--- src/rtl/puf_race_reader.sv ---
// puf_race_reader: launches C_REPEAT pulses into an arbiter-PUF delay line for
// each accepted challenge, judges each race with a clocked arbiter and returns a
// majority-vote response bit with its vote count over a valid/ready handshake.
// Optional build macro PUF_TIE_COUNT_EN adds otie_count (same-cycle ties).
module puf_race_reader #(
  parameter int C_LENGTH  = 3,
  parameter int C_REPEAT  = 7,
  parameter int C_TIMEOUT = 15,
  parameter int C_RELAX   = 2
) (
  input  logic                            iclk,
  input  logic                            irst_n,
  input  logic                            ichallenge_valid,
  input  logic [2*C_LENGTH-1:0]           ichallenge,
  output logic                            ochallenge_ready,
  output logic [2*C_LENGTH-1:0]           ochallenge_line,
  output logic                            opulse,
  input  logic                            irace_1,
  input  logic                            irace_2,
  output logic                            oresp_valid,
  output logic                            oresp,
  output logic [$clog2(C_REPEAT+1)-1:0]   ovotes,
  output logic                            otimeout,
  input  logic                            iresp_ready
`ifdef PUF_TIE_COUNT_EN
  ,
  output logic [$clog2(C_REPEAT+1)-1:0]   otie_count
`endif
);

  localparam int VW = $clog2(C_REPEAT + 1);
  localparam int TW = $clog2(C_TIMEOUT + 1);
  localparam int RW = $clog2(C_RELAX + 1);

  typedef enum logic [2:0] {
    S_IDLE,
    S_LAUNCH,
    S_RACE,
    S_RELAX,
    S_RESP
  } state_t;

  state_t                state_q;
  logic                  ready_q;
  logic [2*C_LENGTH-1:0] line_q;
  logic                  pulse_q;
  logic                  resp_valid_q;
  logic                  resp_q;
  logic                  timeout_q;
  logic [VW-1:0]         votes_q;
  logic [VW-1:0]         launches_q;
  logic [TW-1:0]         race_cnt_q;
  logic [RW-1:0]         relax_cnt_q;
`ifdef PUF_TIE_COUNT_EN
  logic [VW-1:0]         tie_q;
`endif

  logic race_any;
  assign race_any = irace_1 | irace_2;

  // Challenge/launch/race/relax/response sequencer with all outputs registered.
  always_ff @(posedge iclk or negedge irst_n) begin
    if (!irst_n) begin
      state_q      <= S_IDLE;
      ready_q      <= 1'b0;
      line_q       <= '0;
      pulse_q      <= 1'b0;
      resp_valid_q <= 1'b0;
      resp_q       <= 1'b0;
      timeout_q    <= 1'b0;
      votes_q      <= '0;
      launches_q   <= '0;
      race_cnt_q   <= '0;
      relax_cnt_q  <= '0;
`ifdef PUF_TIE_COUNT_EN
      tie_q        <= '0;
`endif
    end else begin
      case (state_q)
        S_IDLE: begin
          ready_q <= 1'b1;
          if (ichallenge_valid && ready_q) begin
            ready_q    <= 1'b0;
            line_q     <= ichallenge;
            votes_q    <= '0;
            launches_q <= '0;
            timeout_q  <= 1'b0;
`ifdef PUF_TIE_COUNT_EN
            tie_q      <= '0;
`endif
            pulse_q    <= 1'b1;
            state_q    <= S_LAUNCH;
          end
        end
        S_LAUNCH: begin
          race_cnt_q <= '0;
          state_q    <= S_RACE;
        end
        S_RACE: begin
          if (race_any) begin
            // A same-cycle tie is scored as a win for line 2.
            if (irace_1 && !irace_2) votes_q <= votes_q + VW'(1);
`ifdef PUF_TIE_COUNT_EN
            if (irace_1 && irace_2) tie_q <= tie_q + VW'(1);
`endif
            pulse_q     <= 1'b0;
            relax_cnt_q <= '0;
            state_q     <= S_RELAX;
          end else if (race_cnt_q == TW'(C_TIMEOUT - 1)) begin
            timeout_q   <= 1'b1;
            pulse_q     <= 1'b0;
            relax_cnt_q <= '0;
            state_q     <= S_RELAX;
          end else begin
            race_cnt_q <= race_cnt_q + TW'(1);
          end
        end
        S_RELAX: begin
          if (race_any) begin
            relax_cnt_q <= '0;
          end else if (relax_cnt_q == RW'(C_RELAX - 1)) begin
            relax_cnt_q <= '0;
            launches_q  <= launches_q + VW'(1);
            if (launches_q == VW'(C_REPEAT - 1)) begin
              resp_valid_q <= 1'b1;
              resp_q       <= (votes_q > VW'(C_REPEAT / 2));
              state_q      <= S_RESP;
            end else begin
              pulse_q <= 1'b1;
              state_q <= S_LAUNCH;
            end
          end else begin
            relax_cnt_q <= relax_cnt_q + RW'(1);
          end
        end
        S_RESP: begin
          if (iresp_ready) begin
            resp_valid_q <= 1'b0;
            resp_q       <= 1'b0;
            ready_q      <= 1'b1;
            state_q      <= S_IDLE;
          end
        end
        default: state_q <= S_IDLE;
      endcase
    end
  end

  assign ochallenge_ready = ready_q;
  assign ochallenge_line  = line_q;
  assign opulse           = pulse_q;
  assign oresp_valid      = resp_valid_q;
  assign oresp            = resp_q;
  assign ovotes           = votes_q;
  assign otimeout         = timeout_q;
`ifdef PUF_TIE_COUNT_EN
  assign otie_count       = tie_q;
`endif

endmodule

--- config.mk ---
export PLATFORM = sky130hd
export DESIGN_NAME = puf_race_reader
export DESIGN_NICKNAME = d
export VERILOG_FILES = /design/src/rtl/puf_race_reader.sv
export SDC_FILE = /design/constraint.sdc
export NUM_CORES = 1
export LEC_CHECK = 0
export CAP_MARGIN = 10
export CORE_MARGIN = 2
export CORE_UTILIZATION = 45
export DETAILED_ROUTE_END_ITERATION = 10
export PLACE_DENSITY = 0.74
export SLEW_MARGIN = 20
export SYNTH_ARGS = -nofsm -noshare
export SYNTH_HDL_FRONTEND = slang
export SYNTH_SLANG_ARGS = --single-unit
--- constraint.sdc ---
create_clock -name iclk -period 1.4 [get_ports iclk]
set_input_delay 0.28 -clock iclk [delete_from_list [all_inputs] [get_ports iclk]]
set_output_delay 0.28 -clock iclk [all_outputs]
set_load 0.1 [all_outputs]
==> results of run 1 <==
[logic make-up (layout without fill, tap and decap cells)]
kind of cell               after synthesis  in the layout  synth area share, %
and+or+nand+nor                         34             34                 20.2
xor gates and xnor gates                 1              1                0.656
buffers and inverters                    9             63                 3.75
AOI/OAI and AO/OA                       27             27                 14.1
adders and majority gates                6              6                 5.62
DFF                                     26             26                 48.7
muxes                                    8              8                 6.93
[timing repair]
item	CTS	global route
gates resized for setup	13	14
setup buffers	5	1
endpoints found under the setup margin	22	20
endpoints found under the hold margin	0	0
pin swaps	6	7
hold buffers	0	0
[Yosys cell counts (all sizes together), types with 2 or more instances]
library cell	count	area, µm²
o21ai	4	20.0
nor3b	2	26.3
o211ai	2	15.0
mux2	7	82.6
nor2	8	40.0
a21oi	7	35.0
inv	6	22.5
nand2	4	15.0
ha	6	75.1
nand3b	2	18.8
nand4b	2	32.5
o31ai	2	15.0
nand3	7	35.0
buf	3	27.5
o21a	2	15.0
a22o	2	17.5
dfrtp	26	651
[worst max-delay path, delay by kind of cell, from the launching register on]
| family | cells | cell delay [ns] |
|---|---|---|
| AND/OR/NAND/NOR | 3 | 0.53 |
| multiplexers | 1 | 0.25 |
| flip-flops | 1 | 0.47 |
| buffers and inverters | 1 | 0.14 |
[cell type report]
| cell class | count | share of cell area [%] |
|---|---|---|
| clock buffer | 4 | 1.68 |
| timing repair buffer | 53 | 29.7 |
| inverter | 6 | 1.04 |
| multi-input combinational | 76 | 35.0 |
| sequential | 26 | 30.8 |
| tap | 31 | 1.79 |
[per-layer routing]
layer | GRT usage, % | vias up | wire length [µm] | share of wire, %
met5 | 0 | - | 0 | 0
met4 | 10.6 | 0 | 107 | 3.3
met3 | 3.30 | 11 | 85 | 2.6
met2 | 31.9 | 23 | 1670 | 51
met1 | 25.1 | 555 | 1410 | 43
li1 | - | 519 | - | -
[path summary, 6_finish.rpt]
check	from	endpoint
worst max-delay path	state_q[0]$_DFFE_PN0P_	ovotes[0]$_DFFE_PN0P_
min in group iclk	irace_1	state_q[0]$_DFFE_PN0P_
worst min-delay path	irst_n	launches_q[1]$_DFFE_PN0P_
max in group asynchronous	irst_n	ochallenge_ready$_DFFE_PN0P_
worst max register to register	state_q[0]$_DFFE_PN0P_	ovotes[0]$_DFFE_PN0P_
worst min register to register	race_cnt_q[2]$_DFFE_PN0P_	race_cnt_q[2]$_DFFE_PN0P_
[through the flow]
step	setup slack (ns)	setup TNS (ns)	util (%)	cell area (µm²)	hold WS, ns
4_1_cts	-0.0379	-0.269	75.1	2090	0.261
3_5_place_dp	-0.406	-7.40	70.7	1970	0.502
6_report	-0.109	-0.588	77.8	2160	0.255
5_1_grt	-0.170	-1.51	77.8	2160	0.260
3_3_place_gp	-0.390	-6.61	70.7	1970	0.491
2_1_floorplan	-0.0612	-0.474	-	1380	-0.0156
[power groups by stage]
stage	combinational (mW)	clock, mW	sequential, mW
3_3_place_gp	2.05	0	1.24
5_1_grt	2.43	0.442	1.27
3_5_place_dp	2.09	0	1.26
6_report	2.32	0.411	1.24
2_1_floorplan	0.614	0	1.91
4_1_cts	2.18	0.414	1.24
[registers in the layout, indices dropped and copies added (netlist names)]
signal            flops
opulse                1
race_cnt_q            4
relax_cnt_q           2
oresp_valid           1
state_q               3
ochallenge_ready      1
ovotes                3
oresp                 1
otimeout              1
launches_q            3
ochallenge_line       6
==> run_results.csv, run 1 <==
group,metric,value,unit
setup_path,start_kind,"register",
floorplanning,die_area,3420,µm²
sta,slew_headroom,74.2,%
grt,gr-usage-all-layers,19.7,%
grt,grt_max_degree,27,
setup_path,endpoint_kind,"register",
setup_path,arrival,1.74,ns
clock_tree,clock-root-buffer,"clkbuf_4",
clock_tree,clock_path_buffers,2,
placed_design,dp_hpwl,2.18,mm
clock_tree,clkTransAtPathRegs,0.16,ns
routing,via_count,1108,
grt,grt_pass1_vias,1092,
floorplanning,fp.dieH,58.5,µm
layout,fill_cells,171,
floorplanning,ios,26,
placed_design,placedCellCount,187,
sta,final-hold-violation-count,0,
sta,setup_viol,13,
setup_path,critical-path-slowest-cell,"dfrtp_2",
routing,route.detailed.drc,0,
power,combPwrFrac,58.4,%
setup_path,crit_chain,"buf_6, nor3b_4, and3b_4, nor2_4, mux2_4",
layout,ff_latch_area,667,µm²
power,power_density,1830,nW/µm²
sta,period_needed,1.51,ns
floorplanning,chipWidth,58.5,µm
sta,timing.fmax,663,MHz
sta,rsz0062_at_grt,"yes",
layout,nNetsFinal,184,
layout,final_cells,196,
logic_synthesis,synth_edf_count,0,
layout,syn_to_final_growth,62.0,%
sta,worst_pin_slew,0.386,ns
routing,antenna_left,0,
logic_synthesis,postSynth.asyncResetShare,100,%
sta,min_period_over_period,108,%
power,p_seq_share,31.3,%
power,p_int,2.16,mW
power,swShare,45.5,%
setup_path,reg2regPathDepth,5,
floorplanning,fp.coreArea,2780,µm²
grt,antenna_found_initial,0,
min_path,hold_class,"in2async",
setup_path,r2r_setup_slack,-0.11,ns
sta,skew,0.0167,ns
logic_synthesis,syn-num-nets,129,
layout,n_antenna_cell,0,
layout,mostFrequentLayoutCells,"dfrtp_1, buf_4, buf_12",
flow_run,maxCapViolations,0,
sta,worst_slack,-0.109,ns
floorplanning,core.rowCount,19,
grt,grt_overflow_total,0,
clock_tree,clkSinkCount,26,
logic_synthesis,synth.avg_cell_area,12.0,µm²
logic_synthesis,synthCells,111,
clock_tree,cts_buffers,3,
setup_path,cpPeakStageDelay,0.47,ns
logic_synthesis,yosysWarnings,0,
logic_synthesis,syn-cell-area,1340,µm²
logic_synthesis,synthFlopType,"dfrtp_1",
placed_design,gp_congestion,0.771,
power,clockPowerShare,10.4,%
routing,drtIter0Drc,32,
power,switching_power,1.81,mW
sta,slew_violations,0,
floorplanning,initial_utilization,48.0,%
status,violations,"negative setup slack",
clock_tree,htreeDepth,1,
power,cellLeakagePower,0.968,nW
layout,final_layout_size_suffix_gt1_share,49.1,%
setup_path,cp.required,1.63,ns
setup_path,crit_fanout,4,
routing,wire_per_inst,16.7,µm
layout,multiInputGateArea,757,µm²
clock_tree,clk_latency,0.35,ns
routing,first_pass_iters,4,
logic_synthesis,ys_seq_area_share,48.7,%
logic_synthesis,yosys.cell_types.count,45,
grt,grt_pass1_wl,5.03,mm
routing,routed_wl,3.28,mm
routing,vias_per_cell,5.65,
clock_tree,cts_tree,"built",
power,p_total,3.97,mW
logic_synthesis,ys_ff_latch,26,
status,outcome,"finished, violations left",
power,peakVddDrop,0.00169,V
placed_design,numPortBuffers,25,
setup_path,path_class,"reg2reg",
Power figures use the tool's default switching activity.
==> run 2: changes to the inputs <==
- CELL_PAD_IN_SITES_DETAIL_PLACEMENT: default -> 1
- CELL_PAD_IN_SITES_GLOBAL_PLACEMENT: default -> 1
- CORE_UTILIZATION: 45 -> 36
- PLACE_DENSITY: 0.74 -> default
- PLACE_DENSITY_LB_ADDON: default -> 0.1
==> run_results.csv, run 2 (synthesis results as in run 1) <==
group,metric,value,unit
status,outcome,"finished, violations left",
status,violations,"negative setup slack",
power,power_density,1840,nW/µm²
sta,rsz0062_at_grt,"yes",
sta,timing.fmax,679,MHz
setup_path,r2r_setup_slack,-0.07,ns
sta,final-hold-violation-count,0,
sta,setup_viol,6,
grt,grt_pass1_vias,1261,
grt,grt_overflow_total,0,
placed_design,placedCellCount,204,
placed_design,gp_congestion,0.738,
routing,routed_wl,3.66,mm
power,cellLeakagePower,1.01,nW
layout,multiInputGateArea,771,µm²
setup_path,arrival,1.63,ns
routing,route.detailed.drc,0,
clock_tree,clock_path_buffers,2,
setup_path,start_kind,"register",
layout,nNetsFinal,190,
layout,mostFrequentLayoutCells,"buf_4, dfrtp_1, buf_12",
grt,antenna_found_initial,0,
clock_tree,clk_latency,0.27,ns
routing,vias_per_cell,5.06,
layout,fill_cells,370,
floorplanning,fp.coreArea,3610,µm²
floorplanning,core.rowCount,22,
clock_tree,clkTransAtPathRegs,0.09,ns
sta,setup_tns,-0.271,ns
min_path,hold_class,"in2async",
routing,wire_per_inst,16.7,µm
setup_path,cp.required,1.55,ns
clock_tree,clkSinkCount,26,
setup_path,endpoint_kind,"register",
layout,final_cells,219,
layout,largest_register_ffs,6,
clock_tree,clock-root-buffer,"clkbuf_8",
setup_path,crit_fanout,7,
grt,grt_max_degree,27,
routing,first_pass_iters,4,
layout,syn_to_final_growth,69.7,%
placed_design,dp_hpwl,2.49,mm
placed_design,dpl_cell_area,1990,µm²
clock_tree,cts_tree,"built",
setup_path,reg2regPathDepth,5,
grt,grt_pass1_wl,6.07,mm
sta,worst_slack,-0.0727,ns
routing,drtIter0Drc,24,
layout,ff_latch_area,667,µm²
placed_design,numPortBuffers,25,
setup_path,reg2reg_to,"race_cnt_q[2]$_DFFE_PN0P_",
layout,n_antenna_cell,0,
clock_tree,htreeDepth,1,
floorplanning,die_area,4210,µm²
grt,gr-usage-all-layers,18.8,%
routing,antenna_left,0,
clock_tree,hold_buffers,0,
sta,worst_pin_slew,0.377,ns
clock_tree,cts_buffers,3,
floorplanning,initial_utilization,37.0,%
sta,slew_headroom,74.7,%
floorplanning,fp.dieH,64.9,µm
routing,via_count,1109,
setup_path,path_class,"reg2reg",
sta,slew_violations,0,
layout,final_layout_size_suffix_gt1_share,52.0,%
sta,min_period_over_period,105,%
floorplanning,chipWidth,64.9,µm
layout,layout_commonest_cell,"buf_4",
floorplanning,ios,26,
flow_run,maxCapViolations,0,
layout,final_cell_area,2270,µm²
power,peakVddDrop,0.00161,V
setup_path,r2r_start,"state_q[0]$_DFFE_PN0P_",
sta,period_needed,1.47,ns
sta,skew,0.00473,ns
placed_design,pre_cts_ws,-0.511,ns
[run 2: per-stage QoR]
step	util, %	hold WS, ns	power, mW
after global routing	62.8	0.358	4.38
after CTS	59.9	0.358	4.02
after floorplan	-	-0.0156	2.53
after global placement	55.1	0.504	3.35
after detailed placement	55.1	0.507	3.42
final	62.8	0.352	4.16
[run 2: layout make-up]
| cell class | instances | share of cell area [%] |
|---|---|---|
| repair buffers | 59 | 30.5 |
| flip-flops and latches | 26 | 29.4 |
| clock buffers | 4 | 2.43 |
| well taps | 48 | 2.65 |
| multi-input cells | 76 | 34.0 |
| inverters | 6 | 0.994 |
[run 2: what timing repair did]
item,CTS,global route
pin swaps,7,11
gates resized for setup,13,17
buffers inserted,8,3
setup endpoints to repair,21,23
[run 2: report_power, final]
part	switching (mW)	total (mW)	leakage, nW	internal (mW)
registers	0.259	1.25	0.332	0.992
clock network	0.244	0.496	0.0288	0.252
logic	1.33	2.41	0.648	1.08
[run 2: critical path, cell delays in order (launching register included)]
cell	delay, ns
dfrtp_2	0.46
nor3b_4	0.30
buf_6	0.15
nand3b_4	0.13
o211ai_1	0.21
o31ai_1	0.10
[run 2: per-layer routing]
metal  share of wire (%)  wire length (µm)  global-route usage [%]  up-vias
li1                    -                 -                       -      529
met1                  44              1600                    22.5      556
met2                  52              1900                    34.0       20
met3                 3.8               140                    4.34        4
met4                0.57                21                    3.99        0
met5                   0                 0                       0        -
[run 2: worst max-delay path by stage]
stage / start / to / slack [ns] / cells past startpoint
floorplan: ochallenge_ready$_DFFE_PN0P_ / launches_q[2]$_DFFE_PN0P_ / -0.06 / 4
finish: state_q[0]$_DFFE_PN0P_ / race_cnt_q[2]$_DFFE_PN0P_ / -0.07 / 5
global route: state_q[1]$_DFFE_PN0P_ / launches_q[2]$_DFFE_PN0P_ / -0.14 / 4
detailed placement: irace_1 / oresp$_DFFE_PN0P_ / -0.51 / 5
CTS: relax_cnt_q[1]$_DFFE_PN0P_ / oresp$_DFFE_PN0P_ / -0.06 / 5
global placement: irace_1 / oresp$_DFFE_PN0P_ / -0.42 / 5
